===== src/rtl/uart_tx_arbiter.sv =====
// rtl/uart_tx_arbiter.sv - round-robin packet arbiter sharing one UART transmitter among byte-stream requesters
module uart_tx_arbiter #(
  parameter int unsigned NUM_REQ     = 4,
  parameter int unsigned TIMEOUT_CYC = 27000
) (
  input  logic                 clock,
  input  logic                 rst_n,
  input  logic [NUM_REQ-1:0]   req_valid,
  input  logic [8*NUM_REQ-1:0] req_data,
  input  logic [NUM_REQ-1:0]   req_last,
  output logic [NUM_REQ-1:0]   req_ready,
  output logic [7:0]           tx_data,
  output logic                 tx_data_valid,
  input  logic                 tx_data_ready,
  output logic [NUM_REQ-1:0]   grant,
  output logic                 busy,
  output logic                 timeout_err
);

  localparam int unsigned IW = (NUM_REQ > 1) ? $clog2(NUM_REQ) : 1;

  typedef enum logic {
    IDLE = 1'b0,
    XFER = 1'b1
  } state_e;

  state_e        state_q, state_d;
  logic [IW-1:0] gnt_q, gnt_d;
  logic [IW-1:0] last_gnt_q, last_gnt_d;
  logic [31:0]   stall_cnt_q, stall_cnt_d;
  logic          busy_q, busy_d;
  logic          timeout_err_q, timeout_err_d;

  logic [NUM_REQ-1:0] gnt_onehot;
  logic [7:0]         sel_data;
  logic               sel_valid;
  logic               sel_last;
  logic               pick_found;
  logic [IW-1:0]      pick_idx;
  logic [IW-1:0]      cand;
  logic               in_xfer;
  logic               fire;
  logic               stall;

  // Decode the owner index into a one-hot vector and select the owner's byte lane.
  always_comb begin
    gnt_onehot = '0;
    sel_data   = 8'h00;
    sel_valid  = 1'b0;
    sel_last   = 1'b0;
    for (int i = 0; i < NUM_REQ; i++) begin
      if (gnt_q == IW'(i)) begin
        gnt_onehot[i] = 1'b1;
        sel_data      = req_data[8*i +: 8];
        sel_valid     = req_valid[i];
        sel_last      = req_last[i];
      end
    end
  end

  // Round-robin search: scan from farthest to nearest so the first valid requester after last_gnt wins.
  always_comb begin
    pick_found = 1'b0;
    pick_idx   = '0;
    cand       = '0;
    for (int unsigned k = NUM_REQ; k >= 1; k--) begin
      cand = IW'((32'(last_gnt_q) + k) % NUM_REQ);
      if (req_valid[cand]) begin
        pick_found = 1'b1;
        pick_idx   = cand;
      end
    end
  end

  assign in_xfer       = (state_q == XFER);
  assign grant         = in_xfer ? gnt_onehot : '0;
  assign tx_data       = in_xfer ? sel_data : 8'h00;
  assign tx_data_valid = in_xfer & sel_valid;
  assign req_ready     = (in_xfer & tx_data_ready) ? gnt_onehot : '0;
  assign fire          = in_xfer & sel_valid & tx_data_ready;
  // A stall is the owner going quiet while the transmitter could take a byte; UART back-pressure is not a stall.
  assign stall         = in_xfer & ~sel_valid & tx_data_ready;
  assign busy          = busy_q;
  assign timeout_err   = timeout_err_q;

  // Next-state: grant on any request in IDLE, release on last byte or when the stall counter reaches the limit.
  always_comb begin
    state_d       = state_q;
    gnt_d         = gnt_q;
    last_gnt_d    = last_gnt_q;
    stall_cnt_d   = stall_cnt_q;
    timeout_err_d = 1'b0;
    unique case (state_q)
      IDLE: begin
        if (pick_found) begin
          state_d     = XFER;
          gnt_d       = pick_idx;
          stall_cnt_d = '0;
        end
      end
      XFER: begin
        if (fire) begin
          stall_cnt_d = '0;
          if (sel_last) begin
            state_d    = IDLE;
            last_gnt_d = gnt_q;
            gnt_d      = '0;
          end
        end else if (stall) begin
          if (stall_cnt_q + 32'd1 >= TIMEOUT_CYC) begin
            state_d       = IDLE;
            last_gnt_d    = gnt_q;
            gnt_d         = '0;
            stall_cnt_d   = '0;
            timeout_err_d = 1'b1;
          end else begin
            stall_cnt_d = stall_cnt_q + 32'd1;
          end
        end
      end
      default: state_d = IDLE;
    endcase
    busy_d = (state_d == XFER);
  end

  // State registers; reset points last_gnt at the top requester so requester 0 wins first.
  always_ff @(posedge clock or negedge rst_n) begin
    if (!rst_n) begin
      state_q       <= IDLE;
      gnt_q         <= '0;
      last_gnt_q    <= IW'(NUM_REQ - 1);
      stall_cnt_q   <= '0;
      busy_q        <= 1'b0;
      timeout_err_q <= 1'b0;
    end else begin
      state_q       <= state_d;
      gnt_q         <= gnt_d;
      last_gnt_q    <= last_gnt_d;
      stall_cnt_q   <= stall_cnt_d;
      busy_q        <= busy_d;
      timeout_err_q <= timeout_err_d;
    end
  end

endmodule


===== config.mk =====
export PLATFORM = sky130hd
export DESIGN_NAME = uart_tx_arbiter
export DESIGN_NICKNAME = d
export VERILOG_FILES = /design/src/rtl/uart_tx_arbiter.sv
export SDC_FILE = /design/constraint.sdc
export NUM_CORES = 1
export LEC_CHECK = 0
export ABC_AREA = 1
export BUFFER_PORTS_ARGS = -buffer_cell sky130_fd_sc_hd__buf_2
export CELL_PAD_IN_SITES_DETAIL_PLACEMENT = 2
export CELL_PAD_IN_SITES_GLOBAL_PLACEMENT = 2
export CORE_ASPECT_RATIO = 1.2
export CORE_MARGIN = 2
export CORE_UTILIZATION = 25
export CTS_BUF_LIST = sky130_fd_sc_hd__clkbuf_2 sky130_fd_sc_hd__clkbuf_4 sky130_fd_sc_hd__clkbuf_8
export DETAILED_ROUTE_END_ITERATION = 8
export PLACE_DENSITY = 0.69
export RECOVER_POWER = 50
export SETUP_SLACK_MARGIN = 0.3
export SYNTH_ARGS = -nofsm -noshare
export SYNTH_HDL_FRONTEND = slang
export SYNTH_SLANG_ARGS = --single-unit

===== constraint.sdc =====
create_clock -name clock -period 2.8 [get_ports clock]
set_clock_uncertainty 0.15 [all_clocks]
set_input_delay 0.28 -clock clock [delete_from_list [all_inputs] [get_ports clock]]
set_output_delay 0.28 -clock clock [all_outputs]
set_load 0.01 [all_outputs]

* Word-level counts from Yosys, hierarchy flattened
Index checks and enable logic that the tools add are counted.
** Word-level totals
- Register bits after elaboration :: 38
- Input port bits :: 43
- Output and inout bits :: 19
** Cells by class
- Add/subtract/negate cells :: 5
- Order comparisons :: 5
- Equal/unequal tests :: 8
- Muxes and demuxes :: 60
- Bitwise logic cells :: 7
- Reductions and logical operators :: 6
** Operators by type and width (number)
- 2-to-1 mux 32 bit :: 4
- case mux 32 bit (2 select lines) :: 1
- 2-to-1 mux 8 bit :: 5
- adder 32 x 1 -> 32 bit, second input constant :: 1
- greater-or-equal comparator 32 x 15 -> 1 bit, second input constant :: 1
- 2-to-1 mux 1 bit :: 29
- 2-to-1 mux 2 bit :: 13
- < comparator 2 x 3 -> 1 bit, second input constant :: 4
- binary-select mux 1 bit (select 2 bit) :: 4
- 2-to-1 mux 4 bit :: 2
- AND reduction 4 bit :: 2
- inequality test 3 x 1 -> 1 bit, second input constant :: 2
- bitwise AND 1 bit :: 5
- adder 2 x 1 -> 2 bit, second input constant :: 2
- adder 2 bit, second input constant :: 2
- equality test 2 bit, second input constant :: 2
- inequality test 2 bit, second input constant :: 2
- case mux 2 bit (2 select lines) :: 1
- nonzero test 2 bit :: 2
- inequality test 3 bit, second input constant :: 1
- equality test 2 x 1 -> 1 bit, second input constant :: 1
- logical NOT 2 bit :: 1
- NOT 1 bit :: 2
- case mux 1 bit (2 select lines) :: 1
- AND reduction 2 bit :: 1

* Logic depth before layout (Yosys ltp)
- Depth in word-level cells :: 11
- Depth in mapped cells :: 17
- Depth with buffers taken out :: 17

* Worst setup path before layout
OpenSTA, ideal clock, no wires.
- Kind :: flip-flop to flip-flop
- Start point :: reg stall_cnt_q[0]
- End point :: reg last_gnt_q[1]
- Library setup time :: 0.079 ns
- Data arrival time :: 1.888 ns
- Path slack :: 0.683 ns
- Stages on the path, launching flop included :: 15
- Path buffers :: 0
- Clock period less this slack :: 2.117 ns
- Cells stage by stage :: dfrtp_1 -> ha_1 -> nand2_1 -> nor2_4 -> nand2_2 -> nor2_4 -> xor2_1 -> nand2_1 -> nor2_1 -> nand2_1 -> nor2_4 -> nand3_1 -> nand2_1 -> nand2_1 -> o21ai_0
** Between the ends
- Word-level cells in the longest chain between the ends :: 4
** Ends and longest elaborated chain
- start, declared :: line 30 : logic [31:0] stall_cnt_q, stall_cnt_d;
- start signal, assigned :: line 139 : stall_cnt_q <= stall_cnt_d;
- adder 32 x 1 -> 32 bit :: line 110 : if (stall_cnt_q + 32'd1 >= TIMEOUT_CYC) begin
- greater-or-equal comparator 32 x 15 -> 1 bit :: line 110
- nonzero test 2 bit (no source line)
- AND reduction 4 bit (no source line)
- end signal, assigned :: line 131 : last_gnt_q <= IW'(NUM_REQ - 1);
- end signal, assigned :: line 138 : last_gnt_q <= last_gnt_d;
- end, declared :: line 29 : logic [IW-1:0] last_gnt_q, last_gnt_d;
No other way between the ends.
A chain may end at the register's enable or synchronous reset.

* Worst setup path after layout
- Start point :: reg stall_cnt_q[1]
- End point :: reg stall_cnt_q[11]
** Between the ends
- Word-level cells in the longest chain between the ends :: 6
** Ends and longest elaborated chain
- adder 32 x 1 -> 32 bit (*) :: line 110, 117
- greater-or-equal comparator 32 x 15 -> 1 bit :: line 110
- 2-to-1 mux 32 bit (*) :: line 110
- 2-to-1 mux 32 bit (*) :: line 109 : end else if (stall) begin
- 2-to-1 mux 32 bit (*) :: line 102 : if (fire) begin
- case mux 32 bit (2 select lines) (*) :: line 93 : unique case (state_q)
Mark *: on every way between the ends. The rest lies on a longest branch, timed or not. The select of a mux whose other input is x is not followed.

==> metrics.md <==
| Metric | Value |
|---|---|
| Final nets | approximately 610 |
| Vias per cell | 4.804 |
| Die height | between 100 and 150 µm |
| Wire length per cell | 18.31 µm |
| Combinational family with the most area after synthesis | simple AND/OR/NAND/NOR gates |
| Fmax | 380.5 MHz |
| Minimum clock period | between 2 and 3 ns |
| Fin util | 34.92% |
| First drt pass iteration count | 4 |
| IO Pins | between 60 and 70 |
| PD cells | 677.7 mW/mm² |
| Yosys cell types | 34 |
| GR Util All Layers | between 20% and 30% |
| Min-Delay Path Class | input pin to flip-flop |
| Total Wirelength | 13260 µm |
| Register area share after synthesis | 32.25% |
| Drt initial violations | 120 |
| Fill cell count | 1416 |
| RePlAce Congestion | a little under 0.8 |
| Cell-internal power | 1417 µW |
| Critical setup path kind | flip-flop to flip-flop |
| First-pass GRT wire length | 19690 µm |
| DP HPWL | roughly 9400 µm |
| Final setup vio count | 0 |
| Adder-Cell Fraction of Synth Area | less than 1% |
| Synth Register Bits | 38 |
| Final hold vios | 0 |
| Post-Syn Instances | 473 |
| Port bufs | 61 |
| GR Overflow Total | 0 |
| Comb pwr share | 54.6% |
| Setup TNS | 0 ns |
| Seq pwr share | 27.0% |
| Slew Limit Fails | 0 |
| Core area | 0.01157 mm² |
| CTS tree | done |
| Top-area cell type share of the netlist area | 30.47% |
| Worst Path Arrival | 2.72 ns |
| Post-route DRC | 0 |
| Max VDD drop | 0.3797 mV |
| Synth area leader | dfrtp_1 |
| Status | completed |
| Syn-to-layout area delta | 36.61% |
| Vias in the first global route | around 3900 |
| Max Root-Sink Buffers | 2 |
| Mux contribution to synthesized area | 0% |
| Synth Area in XOR/XNOR | between 2 and 3% |
| Worst-Skew Late Latency | 0.32 ns |
| Die X | between 100 and 150 µm |
| Worst setup SP type | flip-flop |
| Compound-Gate Fraction of Synth Area | 12.31% |
| Switching part of the total | 48.25% |
| Total Power | 2737 µW |
| RSZ-0062 raised after global routing | true |
| Top cells by area, synth | dfrtp_1 30%, nand2_1 21%, nor2_1 12% |
| Hold depth | 3 |
| Clock sinks | 38 |
| Post-route ant nets | 0 |
| Switching power | between 1000 and 1500 µW |
| Routed vias | 3478 |
| Multi-input gate area | 0.002024 mm² |
| Syn nets | 517 |
| Row count | between 40 and 50 |
| Setup crit end kind | flip-flop |
| Root Driver | clkbuf_8 |
| Max_slew headroom | 30.66% |
| Register-to-Register Path Depth | 14 |
| Mapped cell area | 0.002957 mm² |
| Crit path max fanout | 5 |
| TritonCTS buffer count | 5 |
| Simple logic cell fraction of the synthesized area | 44.82% |
| Reg area | 958.4 µm² |
| Clk pin slew, worst setup/hold paths | 0.09 ns |
| H-tree depth | 2 |
| Max cap viols | 0 |
| Starting Density | 25.56% |
| Leakage | 0.001815 µW |
| Largest net degree at the start of global routing | 39 |
| Mapped Avg Cell Area | between 6 and 7 µm² |
| Synth warn | 0 |
| Worst Path Required | 2.90 ns |
| Clk network pwr share | a little under a fifth |
| Layout cells sized above 1 | a little under a third |
| Period utilization | 93.86% |
| Slew of the pin with the lowest slew margin | 1.040 ns |
| Antenna violations before repair | 0 |
| Total die area | 0.01272 mm² |
## synthesized netlist by cell type
cell type	number
nor2_4	9
nor3_1	2
clkbuf_1	3
o21ai_0	15
inv_1	49
nand2_1	168
o21ai_2	6
buf_2	1
nand2_2	2
and3_1	1
nor2_2	2
clkinv_1	2
a21oi_2	2
nor2_1	94
dfrtp_1	36
o21ai_1	6
and2_1	1
o22ai_1	5
nand4_1	4
o31ai_1	7
a21boi_0	1
o21bai_1	2
nand3_1	25
inv_2	4
a21oi_1	3
nand2_4	1
o211ai_1	2
xor2_1	6
dfstp_2	2
nand3_2	1
ha_1	1
a221oi_1	6
xnor2_1	3
nand4_4	1
## cells in the final DEF, fill, tap and decap left out, types with 5 or more instances in the layout
master / instances
xor2_1: 6
nand2_2: 14
inv_1: 49
buf_4: 23
o22ai_1: 5
nor2_1: 78
nor2_4: 15
o21ai_2: 10
o31ai_1: 7
o21ai_1: 5
nand2_1: 153
nor2_2: 12
clkbuf_1: 5
o21ai_0: 12
buf_2: 55
dfrtp_1: 32
a221oi_1: 6
clkbuf_8: 5
nand3_1: 18
nand3_4: 5
## worst paths after layout
check,to,slack [ns],from
max,stall_cnt_q[11],0.17,stall_cnt_q[1]
min,timeout_err,0.08,tx_data_ready
max reg2reg,stall_cnt_q[11],0.17,stall_cnt_q[1]
min reg2reg,last_gnt_q[1],0.37,last_gnt_q[1]
max in group asynchronous,stall_cnt_q[2],1.28,rst_n
min in group asynchronous,stall_cnt_q[9],0.52,rst_n
## cells by family after synthesis
logic type      count (synthesis)
simple gates                  311
buf+inv                        59
xor+xnor                        9
compound gates                 55
fa+ha+maj                       1
flops                          38
## power by group through the flow
| stage | registers [µW] | logic, µW | clock network, µW |
|---|---|---|---|
| detailed placement | 730 | 1260 | 0 |
| finish | 740 | 1500 | 502 |
| CTS | 715 | 1400 | 515 |
| global route | 753 | 1640 | 534 |
| floorplan | 687 | 811 | 0 |
| global placement | 721 | 1240 | 0 |
## area by class of cell
type	count	share of cell area [%]
Clock inverter	3	1.115
Multi-Input combinational cell	377	50.12
Clock buffer	5	1.704
Antenna cell	1	0.06196
Inverter	55	5.204
Tap cell	157	4.864
Timing Repair Buffer	88	13.20
Sequential cell	38	23.73
## metrics by stage
step                cell area, µm²  worst slack, ns  hold slack [ns]  instances
floorplan                     2957           0.6831          -0.1656        473
global placement              3457           0.1959           0.3281        689
detailed placement            3457          0.04776           0.3500        689
CTS                           3756           0.2991          0.07380        708
global route                  4036          0.02710          0.09050        723
finish                        4039           0.1720          0.08328        724
## routing by layer
layer | vias to the layer above | part of all wire, % | track usage [%]
li1 | 1683 | - | -
met1 | 1693 | 40 | 23.86
met2 | 75 | 54 | 37.66
met3 | 27 | 2.7 | 2.600
met4 | 0 | 3.5 | 5.181
met5 | - | 0 | 0
## what timing repair did
action / 4_1_cts / 5_1_grt
endpoints found under the setup margin: 39 / 41
buffers inserted: 9 / 15
resized for setup: 25 / 46
gates cloned: 1 / 0
pin swaps: 7 / 19
endpoints found under the hold margin: 11 / 0
hold buffers: 1 / 0
## flip-flops by register name, summed over array words and instances (netlist names)
register     count
busy             1
gnt_q            2
last_gnt_q       2
stall_cnt_q     32
timeout_err      1
## critical path, cell delays in order (launching register included)
cell     delay, ns
dfrtp_1       0.48
buf_4         0.18
nand3_4       0.13
nor2_1        0.18
nand3_1       0.23
nor2_1        0.15
nand2_1       0.07
nand2_1       0.07
nand2_1       0.06
nor2_1        0.12
nand2_1       0.10
nor2_4        0.14
buf_12        0.14
nand4_4       0.17
o21ai_1       0.18
No activity file was read; power rests on OpenSTA's default activity.
